==> config.mk <==
export PLATFORM = sky130hd
export DESIGN_NAME = fifo_wr_ptr_full
export DESIGN_NICKNAME = d
export VERILOG_FILES = /design/src/rtl/fifo_pkg.sv /design/src/rtl/fifo_sync_2ff.sv /design/src/rtl/fifo_wr_ptr_full.sv
export SDC_FILE = /design/constraint.sdc
export NUM_CORES = 1
export LEC_CHECK = 0
export ABC_AREA = 1
export BUFFER_PORTS_ARGS = -buffer_cell sky130_fd_sc_hd__buf_4
export CAP_MARGIN = 0
export CORE_ASPECT_RATIO = 1.5
export CORE_MARGIN = 8
export CORE_UTILIZATION = 55
export DETAILED_ROUTE_END_ITERATION = 16
export GPL_TIMING_DRIVEN = 1
export HOLD_SLACK_MARGIN = 0.05
export PLACE_DENSITY = 0.9
export SETUP_SLACK_MARGIN = 0.2
export SLEW_MARGIN = 5
export SYNTH_ARGS = -nofsm -noshare
export SYNTH_HDL_FRONTEND = slang
export SYNTH_HIERARCHICAL = 1
export SYNTH_SLANG_ARGS = --single-unit
==> constraint.sdc <==
create_clock -name CLK_WRITE -period 7.4 [get_ports CLK_WRITE]
set_input_delay 1.85 -clock CLK_WRITE [delete_from_list [all_inputs] [get_ports CLK_WRITE]]
set_output_delay 1.85 -clock CLK_WRITE [all_outputs]
set_load 0.03 [all_outputs]
==> src/rtl/fifo_pkg.sv <==
//------------------------------------------------------------------------------
// Module   : fifo_pkg
// Purpose  : Shared pointer-coding helpers and defaults for the async FIFO.
// Revision : 1.0 - initial release
//------------------------------------------------------------------------------
`default_nettype none

package fifo_pkg;

  localparam int c_ADDR_WIDTH = 5;

  // Operands are zero-extended into 32 bits, so the codings hold for any
  // pointer width up to 32; callers truncate the result to their width.
  function automatic logic [31:0] bin2gray(input logic [31:0] b);
    return b ^ (b >> 1);
  endfunction

  function automatic logic [31:0] gray2bin(input logic [31:0] g);
    logic [31:0] b;
    b[31] = g[31];
    for (int i = 30; i >= 0; i--) begin
      b[i] = b[i+1] ^ g[i];
    end
    return b;
  endfunction

  // Gray value the write pointer holds when exactly one lap ahead of rq.
  function automatic logic [31:0] full_target(input logic [31:0] rq,
                                              input int unsigned ptr_w);
    return rq ^ (32'h3 << (ptr_w - 2));
  endfunction

endpackage

`default_nettype wire

==> src/rtl/fifo_sync_2ff.sv <==
//------------------------------------------------------------------------------
// Module   : fifo_sync_2ff
// Purpose  : Parameterized-width two-flop synchronizer with synchronous reset.
// Revision : 1.0 - initial release
//------------------------------------------------------------------------------
`default_nettype none

module fifo_sync_2ff #(
  parameter int WIDTH = 6
) (
  input  logic             clk,
  input  logic             rst,
  input  logic [WIDTH-1:0] i_d,
  output logic [WIDTH-1:0] o_q
);

  logic [WIDTH-1:0] r_meta;
  logic [WIDTH-1:0] r_sync;

  always_ff @(posedge clk) begin
    if (rst) begin
      r_meta <= '0;
      r_sync <= '0;
    end else begin
      r_meta <= i_d;
      r_sync <= r_meta;
    end
  end

  assign o_q = r_sync;

endmodule

`default_nettype wire

==> src/rtl/fifo_wr_ptr_full.sv <==
//------------------------------------------------------------------------------
// Module   : fifo_wr_ptr_full
// Purpose  : Write-side pointer, full/almost-full and level for the async FIFO.
//            Define FIFO_WR_SYNC_EN to synchronize RD_PTR_GRAY internally.
// Revision : 1.0 - initial release
//------------------------------------------------------------------------------
`default_nettype none

module fifo_wr_ptr_full
  import fifo_pkg::*;
#(
  parameter int ADDR_WIDTH   = c_ADDR_WIDTH,
  parameter int AFULL_THRESH = 28
) (
  input  logic                CLK_WRITE,
  input  logic                WR_RST,
  input  logic                WR_EN,
  input  logic [ADDR_WIDTH:0] RD_PTR_GRAY,
  output logic [ADDR_WIDTH:0] ADDR_WR,
  output logic [ADDR_WIDTH:0] WR_PTR_GRAY,
  output logic                FULL_FLAG,
  output logic                ALMOST_FULL,
  output logic [ADDR_WIDTH:0] WR_LEVEL,
  output logic                WR_ACCEPT,
  output logic                OVERFLOW
);

  localparam int c_PW = ADDR_WIDTH + 1;

  logic [c_PW-1:0] w_rq;
  logic [c_PW-1:0] w_rbin;
  logic            w_accept;
  logic [c_PW-1:0] w_wbin_next;
  logic [c_PW-1:0] w_wgray_next;
  logic [c_PW-1:0] w_full_gray;
  logic [c_PW-1:0] w_level_next;
  logic            w_full_next;
  logic            w_afull_next;

`ifdef FIFO_WR_SYNC_EN
  fifo_sync_2ff #(
    .WIDTH (c_PW)
  ) u_rd_ptr_sync (
    .clk (CLK_WRITE),
    .rst (WR_RST),
    .i_d (RD_PTR_GRAY),
    .o_q (w_rq)
  );
`else
  assign w_rq = RD_PTR_GRAY;
`endif

  assign w_accept     = WR_EN & ~FULL_FLAG;
  assign w_wbin_next  = ADDR_WR + {{ADDR_WIDTH{1'b0}}, w_accept};
  assign w_wgray_next = c_PW'(bin2gray(32'(w_wbin_next)));
  assign w_rbin       = c_PW'(gray2bin(32'(w_rq)));
  assign w_full_gray  = c_PW'(full_target(32'(w_rq), c_PW));

  // Flags are computed from the post-write pointer so the edge that takes
  // the last free slot also raises FULL_FLAG.
  assign w_full_next  = (w_wgray_next == w_full_gray);
  assign w_level_next = w_wbin_next - w_rbin;
  assign w_afull_next = (32'(w_level_next) >= 32'(AFULL_THRESH));

  always_ff @(posedge CLK_WRITE) begin
    if (WR_RST) begin
      ADDR_WR     <= '0;
      WR_PTR_GRAY <= '0;
      FULL_FLAG   <= 1'b0;
      ALMOST_FULL <= 1'b0;
      WR_LEVEL    <= '0;
      WR_ACCEPT   <= 1'b0;
      OVERFLOW    <= 1'b0;
    end else begin
      ADDR_WR     <= w_wbin_next;
      WR_PTR_GRAY <= w_wgray_next;
      FULL_FLAG   <= w_full_next;
      ALMOST_FULL <= w_afull_next;
      WR_LEVEL    <= w_level_next;
      WR_ACCEPT   <= w_accept;
      OVERFLOW    <= OVERFLOW | (WR_EN & FULL_FLAG);
    end
  end

endmodule

`default_nettype wire

-- Word level (Yosys, flattened, before mapping)
Index checks and enable logic that the tools add are counted.
Widths: inputs -> output; s select.
- word-level logic and storage cells: 22
- flip-flop bits (word level): 22
- memories kept: 0
- bits in writable memories: 0
- output and inout port bits: 22
- bits in latches: 0
- memory bits (read-only): 0
- input port bits: 9
- reductions and logical operators: 0
- shifts and indexed selects: 0
- divide/modulo/power cells: 0
- $add $sub $neg: 2
- multiplexer cells: 0
- bitwise operators: 11
- $lt $le $gt $ge: 1
- $mul: 0
- equality and inequality tests: 1
- operator list (kind ; count):
    $add 6x1->6 ; 1
    $eq 6x6->1 ; 1
    $ge 6x5->1 const B ; 1
    $sub 6x6->6 ; 1
    $xor 6x5->6 ; 1
    $xor 1x1->1 ; 5
    $and 1x1->1 ; 2
    $not 2->2 ; 1
    $not 1->1 ; 1
    $or 1x1->1 ; 1

-- Logic depth before layout (Yosys ltp)
- word-level depth: 7
- depth in mapped cells: 20
- depth with buffers taken out: 20

-- Worst setup path after synthesis
Ideal clock, no wire load.
- path type: in2reg
- start: in WR_EN
- end: reg ALMOST_FULL
- slack: 3.626 ns
- buffers on the path: 0
- required time: 7.285 ns
- cell stages on the path: 14
- arrival: 3.659 ns
- setup time: 0.115 ns
- cells stage by stage: inv_1 nor2_1 ha_1 ha_1 nand3_1 nand2_1 nand2_2 ha_1 nand2_1 or2_2 nand3_1 nand3_1 nand3_1 nand2_1
- cells in the longest elaborated chain, start to end: 4
- ends and longest elaborated chain (element ; line ; source):
    from (decl) ; fifo_wr_ptr_full.sv:17 ; input logic WR_EN,
    $and 1x1->1 ; fifo_wr_ptr_full.sv:53 ; assign w_accept = WR_EN & ~FULL_FLAG;
    net w_accept ; fifo_wr_ptr_full.sv:32 ; logic w_accept;
    $add 6x1->6 ; fifo_wr_ptr_full.sv:54 ; assign w_wbin_next = ADDR_WR + {{ADDR_WIDTH{1'b0}}, w_accept};
    net w_wbin_next[4] ; fifo_wr_ptr_full.sv:33 ; logic [c_PW-1:0] w_wbin_next;
    $sub 6x6->6 ; fifo_wr_ptr_full.sv:62 ; assign w_level_next = w_wbin_next - w_rbin;
    $ge 6x5->1 ; fifo_wr_ptr_full.sv:63 ; assign w_afull_next = (32'(w_level_next) >= 32'(AFULL_THRESH));
    to (signal assigned) ; fifo_wr_ptr_full.sv:78 ; ALMOST_FULL <= w_afull_next;
    to (decl) ; fifo_wr_ptr_full.sv:22 ; output logic ALMOST_FULL,
The timed path passes the listed nets, and every way through them passes these cells.
A chain may end at the register's enable or synchronous reset.

-- Final worst setup path
Ends and elaborated chain as after synthesis.

==> metrics.md <==
| Metric | Value |
|---|---|
| CTS Root Buffer Type | `sky130_fd_sc_hd__clkbuf_4` |
| Fin. Hold Viols | `0` |
| Hpwl dp | `2.377 mm` |
| Power density cells | `185.7 nW/um^2` |
| Starting density of the core | `58.60%` |
| Leakage power of the design | `0.7538 nW` |
| Number of max-cap violations | `0` |
| Depth of the CTS H-tree | `1` |
| Post-DP Area | `1433 sq um` |
| Capture endpoint of the worst hold path | `WR_ACCEPT` |
| RSZ-0062 raised after global routing | `false` |
| IO buf count | `30` |
| Count of cells along the worst register-to-register path | `13` |
| Dominant synthesized flop cell | `sky130_fd_sc_hd__dfxtp_1` |
| Register clock-pin slew on the reported worst setup and hold paths | `110 ps` |
| CP Cell Sequence | `buf_4 -> inv_1 -> nor2_1 -> ha_1 -> ha_1 -> nand3_1 -> nand2_1 -> nand2_2 -> ha_1 -> nand2_1 -> or2_2 -> nand3_1 -> nand3_1 -> nand3_1 -> nand2_1` |
| Iter 0 DRT Violations | `25` |
| Critical path's most frequent cell | `sky130_fd_sc_hd__nand3_1` |
| Worst Clk Skew | `1.748 ps` |
| Setup violation total in the final timing report | `0` |
| Average detailed-routed wire length per instance | `12.83 um` |
| Post-layout minimum cycle time | `3891 ps` |
| Synth warn | `6` |
| WP data arrival | `4100 ps` |
| Post-Syn Instances | `173` |
| Largest fanout on the critical path | `5` |
| Largest net degree at the start of global routing | `20` |
| Leading cell types in the layout, fill and taps excluded | `sky130_fd_sc_hd__nand2_1, sky130_fd_sc_hd__buf_4, sky130_fd_sc_hd__dfxtp_1, sky130_fd_sc_hd__nor2_1, sky130_fd_sc_hd__inv_1` |
| Later-pin clock latency in the skew report | `310 ps` |
| Cts hold-fix bufs | `0` |
| Slew Limit Headroom | `76.66%` |
| Slowest-stage cell, CP | `sky130_fd_sc_hd__ha_1` |
| Internal reg-to-reg setup slack | `4800 ps` |
| Wire length of the first global-routing pass | `4.726 mm` |
| Number of nets at the end of the flow | `221` |
| Register area share after synthesis | `34.96%` |
| Number of global-route vias before repair | `1172` |
| Largest delay contributor family on the critical path | `simple AND/OR/NAND/NOR gates` |
| Worst hold path depth | `1` |
| DRC violation count after routing | `0` |
| Total length of routed wires | `2.886 mm` |
| Final instance area | `1459 sq um` |
| GRT overflow | `0` |
| Setup CP Type | `input port to register` |
| Core area | `2052 sq um` |
| Worst min path class | `register to register` |
| Startpoint type of the worst setup path | `input port` |
| Number of antenna violations at the first check in global routing | `0` |
| Highest ir drop seen on vdd | `148.5 uV` |
| Clock buffers created by TritonCTS | `3` |
| Startpoint of the worst-slack reg-to-reg timing path | `FULL_FLAG` |
| Routability congestion estimate from global placement | `0.8520` |
| Actual transition at the worst max-transition pin | `349.6 ps` |
| Most frequent standard cell in the layout excluding fill and tap cells | `sky130_fd_sc_hd__nand2_1` |
| Setup TNS | `0 ps` |
| Die ar. | `3969 sq um` |
| Post-Synthesis Net Count | `190` |
| Final cell count without fillers | `225` |
| Fraction of final layout cells sized beyond drive strength 1 | `27.59%` |
| Number of storage elements in the synthesis netlist | `21` |
| Source of the worst hold timing path | `FULL_FLAG` |
| Number of nets with antenna violations after routing | `0` |
| Count of flip-flops with a built-in enable after synthesis | `0` |
| Via count of the routed design | `1193` |
| Worst path bufs/invs | `2` |
| Number of setup buffers added after CTS | `0` |
| Via count normalized by instance count | `5.302` |
| Number of iterations in the first detailed-routing pass | `4` |
| Number of filler cells placed in the layout | `181` |
| Placement Rows | `20` |
| Growth of design area from synthesis to finish | `21.33%` |
| Diodes inserted | `0` |
| Period utilisation layout | `52.59%` |
| Maximum root-to-sink buffer count | `2` |
| Number of clock sinks | `21` |
| Setup crit end kind | `register` |
| Maximum clock frequency | `257.0 MHz` |
| Number of pins with negative max-slew slack in the final report | `0` |
| Run status | `finished, final reports clean` |
| Clock tree from TritonCTS | `built` |
| DP Cell Count | `221` |
| Vertical die dimension | `73.27 um` |
| Io pins | `31` |
| Unique cell type count in the Yosys netlist | `22` |
| Crit path required time | `7610 ps` |
| Synth async-reset ratio | `0%` |
| Floorplan die width | `54.18 um` |
| Endpoint of the worst register-to-register path | `ALMOST_FULL` |
| Post-cts resize count | `0` |
| Average footprint of a synthesized cell | `6.950 sq um` |
| Post-synthesis cell area | `1202 sq um` |
| Peak per-stage delay on the critical path | `350 ps` |
| GRT Total Usage | `15.19%` |
==> through the flow <==
step / setup slack, ps / hold slack [ps] / power, mW / util [%]
6_report: 3509 / 487.1 / 0.2710 / 71.10
2_1_floorplan: 3626 / 622.3 / 0.1892 / -
3_3_place_gp: 3277 / 452.2 / 0.2161 / 69.82
5_1_grt: 3256 / 526.8 / 0.2839 / 71.10
3_5_place_dp: 3209 / 468.9 / 0.2191 / 69.82
4_1_cts: 3541 / 486.2 / 0.2722 / 71.10
==> kinds of logic after synthesis <==
group                    after synthesis  share of synthesized area (%)
AND/OR/NAND/NOR                      103                          39.65
buffers and inverters                 24                          8.116
flip-flops                            21                          34.96
AO/OA/AOI/OAI                         14                          6.139
adder cells (fa/ha/maj)                8                          8.949
XOR/XNOR                               3                          2.186
==> layer usage <==
metal | share of wire, % | GRT usage [%] | vias to the layer above
li1 | - | - | 608
met1 | 36 | 14.20 | 546
met2 | 55 | 28.52 | 28
met3 | 6.2 | 2.626 | 11
met4 | 3.2 | 8.516 | 0
met5 | 0 | 0 | -
==> power breakdown <==
group	internal, mW	switching [mW]
Sequential	0.123	0.00389
Combinational	0.0331	0.0563
Clock	0.0211	0.0341
Total	0.177	0.0942
==> layout make-up <==
type	instances	area [sq um]	area share, %
multi-input combinational	128	684.4	46.91
sequential	21	420.4	28.82
timing repair buffer	30	225.2	15.44
inverter	20	75.07	5.146
tap	22	27.53	1.887
clock buffer	4	26.28	1.801
==> how the worst max path moves through the flow <==
stage	startpoint	endpoint	slack [ps]	depth (start not counted)
6_report	WR_EN	ALMOST_FULL	3510	15
5_1_grt	WR_EN	ALMOST_FULL	3260	15
4_1_cts	WR_EN	ALMOST_FULL	3540	15
3_5_place_dp	WR_EN	ALMOST_FULL	3210	15
3_3_place_gp	WR_EN	ALMOST_FULL	3280	15
2_1_floorplan	WR_EN	ALMOST_FULL	3630	14
==> synthesized netlist by cell type (2+ instances only) <==
cell type / number / area share [%]
sky130_fd_sc_hd__nand2_1: 45 / 14
sky130_fd_sc_hd__dfxtp_1: 21 / 35
sky130_fd_sc_hd__nor2_1: 18 / 5.6
sky130_fd_sc_hd__inv_1: 17 / 5.3
sky130_fd_sc_hd__nand2_2: 16 / 8.3
sky130_fd_sc_hd__nand3_1: 16 / 6.7
sky130_fd_sc_hd__a21oi_1: 9 / 3.7
sky130_fd_sc_hd__ha_1: 7 / 7.3
sky130_fd_sc_hd__nand4_1: 4 / 2.1
sky130_fd_sc_hd__inv_2: 3 / 0.94
sky130_fd_sc_hd__o21ai_0: 3 / 1.2
sky130_fd_sc_hd__buf_4: 2 / 1.2
sky130_fd_sc_hd__clkbuf_1: 2 / 0.62
sky130_fd_sc_hd__xnor2_1: 2 / 1.5
==> state kept, by name, indices dropped and copies added, names as in the netlist <==
name / cells
ADDR_WR: 6
ALMOST_FULL: 1
FULL_FLAG: 1
WR_LEVEL: 6
WR_ACCEPT: 1
WR_PTR_GRAY: 5
OVERFLOW: 1
No activity file was read; power rests on OpenSTA's default activity.
